[config.mk]
export PLATFORM = sky130hd
export DESIGN_NAME = code_decoder_accum
export DESIGN_NICKNAME = d
export VERILOG_FILES = /design/src/rtl/code_decoder_accum.sv
export SDC_FILE = /design/constraint.sdc
export NUM_CORES = 1
export LEC_CHECK = 0
export CAP_MARGIN = 20
export CELL_PAD_IN_SITES_DETAIL_PLACEMENT = 1
export CELL_PAD_IN_SITES_GLOBAL_PLACEMENT = 1
export CORE_MARGIN = 2
export CORE_UTILIZATION = 33
export CTS_CLUSTER_SIZE = 30
export DETAILED_ROUTE_END_ITERATION = 6
export PLACE_DENSITY_LB_ADDON = 0.1
export SLEW_MARGIN = 0
export SYNTH_ARGS = -nofsm -noshare
export SYNTH_HDL_FRONTEND = slang
export SYNTH_SLANG_ARGS = --single-unit
[constraint.sdc]
create_clock -name clk -period 2 [get_ports clk]
set_clock_uncertainty 0.1 [all_clocks]
set_input_delay 0.4 -clock clk [delete_from_list [all_inputs] [get_ports clk]]
set_output_delay 0.4 -clock clk [all_outputs]
set_load 0.01 [all_outputs]
[src/rtl/code_decoder_accum.sv]
// Streaming index decoder: registers a one-hot result behind a 1-deep valid/ready
// stage and accumulates decoded indices into a sticky, bit-clearable pending mask.
module code_decoder_accum #(
  parameter int CODE_W = 3,
  parameter int CNT_W  = 8,
  localparam int N     = 1 << CODE_W
) (
  input  logic              clk,
  input  logic              rst,
  input  logic              in_valid,
  output logic              in_ready,
  input  logic [CODE_W-1:0] in_code,
  output logic              out_valid,
  input  logic              out_ready,
  output logic [N-1:0]      out_onehot,
  output logic [CODE_W-1:0] out_code,
  input  logic [N-1:0]      clr_mask,
  output logic [N-1:0]      pending,
  output logic [CODE_W-1:0] top_code,
  output logic              top_valid,
  output logic              dup_err,
  input  logic              err_clr,
  input  logic              cnt_clr,
  output logic [CNT_W-1:0]  event_count
);

  localparam logic [CNT_W-1:0] CNT_MAX = {CNT_W{1'b1}};

  logic          accept;
  logic [N-1:0]  set_vec;
  logic          dup_hit;

  // The output register drains in the same cycle it is refilled, so a full
  // stage still accepts whenever downstream is taking the current result.
  assign in_ready = !out_valid || out_ready;
  assign accept   = in_valid && in_ready;
  assign set_vec  = accept ? (N'(1) << in_code) : '0;
  assign dup_hit  = accept && pending[in_code] && !clr_mask[in_code];

  // NOTE: sequential state uses non-blocking assignments so every register
  // samples the pre-edge values of the others, independent of statement order.
  always_ff @(posedge clk or posedge rst) begin
    if (rst) begin
      out_valid  <= 1'b0;
      out_onehot <= '0;
      out_code   <= '0;
    end else if (accept) begin
      out_valid  <= 1'b1;
      out_onehot <= N'(1) << in_code;
      out_code   <= in_code;
    end else if (out_valid && out_ready) begin
      out_valid  <= 1'b0;
      out_onehot <= '0;
      out_code   <= '0;
    end
  end

  // Set is OR-ed after the clear so a same-cycle set/clear on one bit keeps it set.
  always_ff @(posedge clk or posedge rst) begin
    if (rst) begin
      pending <= '0;
    end else begin
      pending <= (pending & ~clr_mask) | set_vec;
    end
  end

  always_ff @(posedge clk or posedge rst) begin
    if (rst) begin
      dup_err <= 1'b0;
    end else begin
      dup_err <= dup_hit || (dup_err && !err_clr);
    end
  end

  always_ff @(posedge clk or posedge rst) begin
    if (rst) begin
      event_count <= '0;
    end else if (cnt_clr) begin
      event_count <= accept ? CNT_W'(1) : '0;
    end else if (accept && event_count != CNT_MAX) begin
      event_count <= event_count + CNT_W'(1);
    end
  end

  // Ascending scan: the last set bit seen is the highest, giving top priority
  // to the highest index, matching the companion priority encoder.
  // NOTE: top_code gets a default before the loop so no latch is inferred.
  always_comb begin
    top_code = '0;
    for (int i = 0; i < N; i++) begin
      if (pending[i]) top_code = CODE_W'(i);
    end
  end

  assign top_valid = |pending;

endmodule

---- After elaboration in Yosys (flattened, before gate mapping) ----
Cells that the tools add are included.
storage, ports and cells
  bits of input ports ..................... 17
  output and inout port bits .............. 34
  logic and storage cells ................. 48
  register bits ........................... 29
operators by class
  bitwise logic cells ..................... 3
  shifts and indexed selects .............. 1
  $lt $le $gt $ge ......................... 1
  add/subtract/negate cells ............... 1
  reduce and logical (&&, ||, !) cells .... 14
  equality and inequality tests ........... 1
  muxes and demuxes ....................... 21
operator list
  operator                                            number
  two-way mux 8 bit                                   5
  two-way mux 3 bit                                   8
  adder 8 x 1 -> 8 bit, second input constant         1
  AND 8 bit                                           1
  inequality test 8 bit, second input constant        1
  NOT 8 bit                                           1
  bitwise OR 8 bit                                    1
  OR reduction 8 bit                                  1
  << shifter 1 x 3 -> 8 bit, first input constant     1
  binary-select mux 1 bit (select 3 bit)              2
  logical AND 1 bit                                   6
  two-way mux 1 bit                                   6
  < comparator 3 x 4 -> 1 bit, second input constant  1
  nonzero test 2 bit                                  2
  zero test 1 bit                                     3
  logical OR 1 bit                                    2

---- Depth between registers and ports, before layout ----
  depth after elaboration ................. 7
  mapped depth ............................ 5
  gate-level depth less buffers ........... 5

---- Worst setup path before layout ----
Ideal clock, no wire load.
  path type ............................... register -> register
  from .................................... register event_count[0]
  to ...................................... register event_count[5]
  period minus slack after synthesis ...... 1.617 ns
  setup time .............................. 0.128 ns
  buffers on the path ..................... 0
  required time ........................... 1.772 ns
  arrival ................................. 1.390 ns
  setup slack ............................. 0.383 ns
  cell stages (with the launch flop) ...... 5
  cell sequence ........................... dfrtp_1 > ha_1 > and2_4 > nor4b_2 > mux2_1
on the way
  longest elaborated chain between the ends .. 3
  elaborated cells between the ends (all ways) .. 6
  classes of those cells .................. 1 x add/sub; 1 x eq/ne; 2 x mux; 2 x reduce/logical
RTL lines
  what                                                           line    text
  start, declared                                                24      output logic [CNT_W-1:0] event_count
  start signal, assigned                                         79      event_count <= accept ? CNT_W'(1) : '0;
  start signal, assigned                                         81      event_count <= event_count + CNT_W'(1);
  adder 8 x 1 -> 8 bit or inequality test 8 bit (tied branches)  81, 80
  two-way mux 8 bit or logical AND 1 bit (tied branches)         80      end else if (accept && event_count != CNT_MAX) begin
  two-way mux 8 bit or nonzero test 2 bit (tied branches)        n/a
Several ways; a longest one is shown, not always the timed one. The select of a mux whose other input is x is not followed.
A chain may end at the register's enable or synchronous reset.

---- Worst setup path in the final report ----
  from .................................... register pending[2]
  to ...................................... output top_code[0]
on the way
  longest elaborated chain between the ends .. 6
RTL lines
  what                            line  text
  start, declared                 18    output logic [N-1:0] pending,
  start signal, assigned          63    pending <= (pending & ~clr_mask) | set_vec;
  two-way mux 3 bit (6 in a row)  91    if (pending[i]) top_code = CODE_W'(i);
  end, declared                   19    output logic [CODE_W-1:0] top_code,
No other way between the ends.

==> results_dict.tcl <==
set metrics [dict create \
    fin_nets 220 \
    rsz0062_at_grt "no" \
    yosysWarnings 0 \
    num_antenna_cells 0 \
    rows 23 \
    synth_compound_area_share_pct 16.3 \
    syn_inst 139 \
    power.density_mw_per_mm2 659 \
    die_h_microns 69.9 \
    synth_ff_type "dfrtp_1" \
    ir_worst_vdd_uv 319 \
    required_ns 1.50 \
    grt_antenna_before_repair 0 \
    drive_above_1_share_pct 18.2 \
    first_pass_iters 4 \
    combPwrFrac_pct 21.3 \
    p_int_mw 1.02 \
    synth_fa_ha_area_share_pct 0.872 \
    worst_slew_pin_slew_ns 0.500 \
    ys_ff_latch 29 \
    yosysSeqAreaShare_pct 50.6 \
    slew_headroom_pct 66.6 \
    arrival_ns 1.42 \
    clock.fmax_ghz 0.522 \
    grt_pass1_vias 1383 \
    overflow 0 \
    p_switching_mw 0.397 \
    critPathCaptureType "output port" \
    post-cts-setup-buffers 0 \
    crit_chain "inv_1, a21oi_1, o21a_1, o21ai_0, dlygate4sd2_1" \
    dp.cells 245 \
    io_buffers 50 \
    min_period_over_period_pct 95.8 \
    synth-async-reset-ratio_pct 100 \
    fin_crit_ns 1.92 \
    final_cell_mix "46 x clkdlybuf4s50_1, 28 x dfrtp_1, 15 x nand2_1" \
    status "finished clean" \
    critical_path.startpoint_type "flop" \
    leakagePower_nw 0.920 \
    syn-mean-instance-area_sq_um 10.3 \
    synth_nets 157 \
    postLayoutCoreUtil_pct 52.7 \
    layout_commonest_cell "clkdlybuf4s50_1" \
    synth.area.top_cells "dfrtp_1 51%, o21ai_0 4.2%, nand2_1 3.9%" \
    ant_nets 0 \
    drt_iter0_drc 34 \
    clockBufferDepth 2 \
    grt_max_degree 30 \
    dieArea_sq_mm 0.00489 \
    grt_usage_pct 18.6 \
    cts_buffers 5 \
    syn_to_final_growth_pct 50.1 \
    hold_violations 0 \
    path_max_fanout 4 \
    core_area_sq_mm 0.00409 \
    insertion_delay_ns 0.28 \
    cts_tree "done" \
    cp_slowest_cell "dfrtp_1" \
    dp_hpwl_microns 3220 \
    synth_cell_types 43 \
    clock-root-buffer "clkbuf_8" \
    netlist_area_sq_mm 0.00144 \
    synth-edff-count 0 \
    drc 0 \
    drv_cap 0 \
    wl_microns 4250 \
    clkPwrFrac_pct 32.8 \
    yosys.area.top_type_share_pct 50.6 \
    seq_power_share_pct 45.9 \
    routed-via-count 1306 \
    fin_setup_tns_ns 0 \
    postCtsResizedCells 4 \
    synth-simple-area-share_pct 22.2 \
    die_x_microns 69.9 \
    synthXorXnorAreaFrac_pct 0 \
    clk_pin_slew_worst_paths_ns 0.06 \
    min_path_type "flop to flop" \
    cts_num_sinks 29 \
    final_cells 253 \
    register_area_sq_um 727 \
    muxShareOfSynthArea_pct 5.93 \
    sw_frac_of_total_pct 28.0 \
    synth_top_area_cell "dfrtp_1" \
    avgViaCountPerCell 5.16 \
    ctsHtreeMaxLevel 2 \
    grt_pass1_wl_microns 7090 \
    io-pin-count 51 \
    multi_input_area_sq_um 663 \
    wire_per_inst_microns 16.8 \
    place_congestion 0.828 \
    synth_top_family_by_area "simple AND/OR/NAND/NOR gates" \
    cts-hold-fix-buffers 0 \
    finalSetupViolCount 0 \
    nFillCells 470 \
    path_class "flop to output port" \
    drv_slew 0 \
    crit_path_max_incr_delay_ns 0.41 \
    start_util_pct 35.1 \
]
## final timing paths
check,cells past startpoint,endpoint,start,slack (ns)
worst min register to register,2,out_code[2],out_code[2],0.39
min in group asynchronous,3,out_code[0],rst,0.40
worst max register to register,4,event_count[7],event_count[0],0.24
worst max-delay path,5,top_code[0],pending[2],0.08
max in group asynchronous,3,pending[6],rst,1.10
worst min-delay path,2,out_code[2],out_code[2],0.39
## synth_stat cells, drive strengths merged, types with 3 or more instances
cell type,number
clkbuf,3
dfrtp,29
inv,10
mux2i,4
nand2,16
nand2b,9
nor2,9
nor3,3
o21ai,12
o22ai,4
o31ai,5
## worst max-delay path: cells and delay by family (launching register included)
kind / cells / cell delay (ns)
buf+inv: 2 / 0.36
compound gates: 3 / 0.36
flops: 1 / 0.41
## power groups by stage
stage | clock (mW) | combinational [mW] | sequential, mW
2_1_floorplan | 0 | 0.113 | 0.670
3_3_place_gp | 0 | 0.299 | 0.658
3_5_place_dp | 0 | 0.310 | 0.660
4_1_cts | 0.475 | 0.306 | 0.650
5_1_grt | 0.498 | 0.329 | 0.657
6_report | 0.466 | 0.302 | 0.651
## final cells by class
type	count	share of cell area (%)
clock buffer	6	3.37
clock inverter	2	0.465
inverter	10	1.74
multi-input combinational	95	30.8
sequential	29	33.7
tap	50	2.90
timing repair buffer	61	27.0
## through the flow
stage	hold WS (ns)	worst slack, ns	power [mW]	cell area (sq um)
after floorplan	0.378	0.383	0.783	1440
after global routing	0.428	0.00418	1.48	2150
after detailed placement	0.368	-0.190	0.970	2060
final	0.388	0.0835	1.42	2150
after global placement	0.365	-0.154	0.956	2060
after CTS	0.391	0.00472	1.43	2140
## routing by layer
layer | vias to the layer above | wire length [microns] | global-route usage [%]
met5 | - | 0 | 0
met4 | 0 | 48 | 6.41
met3 | 4 | 205 | 4.18
met2 | 34 | 1990 | 29.6
met1 | 653 | 2010 | 24.8
li1 | 615 | - | -
## state kept, by name (all words and copies together), names as in the netlist
register and flops:
dup_err 1, event_count 8, out_code 3, out_onehot 8, out_valid 1, pending 8
## kinds of logic after synthesis
family                     Yosys count
AOI/OAI and AO/OA                   33
buffers and inverters               15
adders and majority gates            1
and+or+nand+nor                     54
muxes                                7
DFF                                 29
No activity file was read; power rests on OpenSTA's default activity.
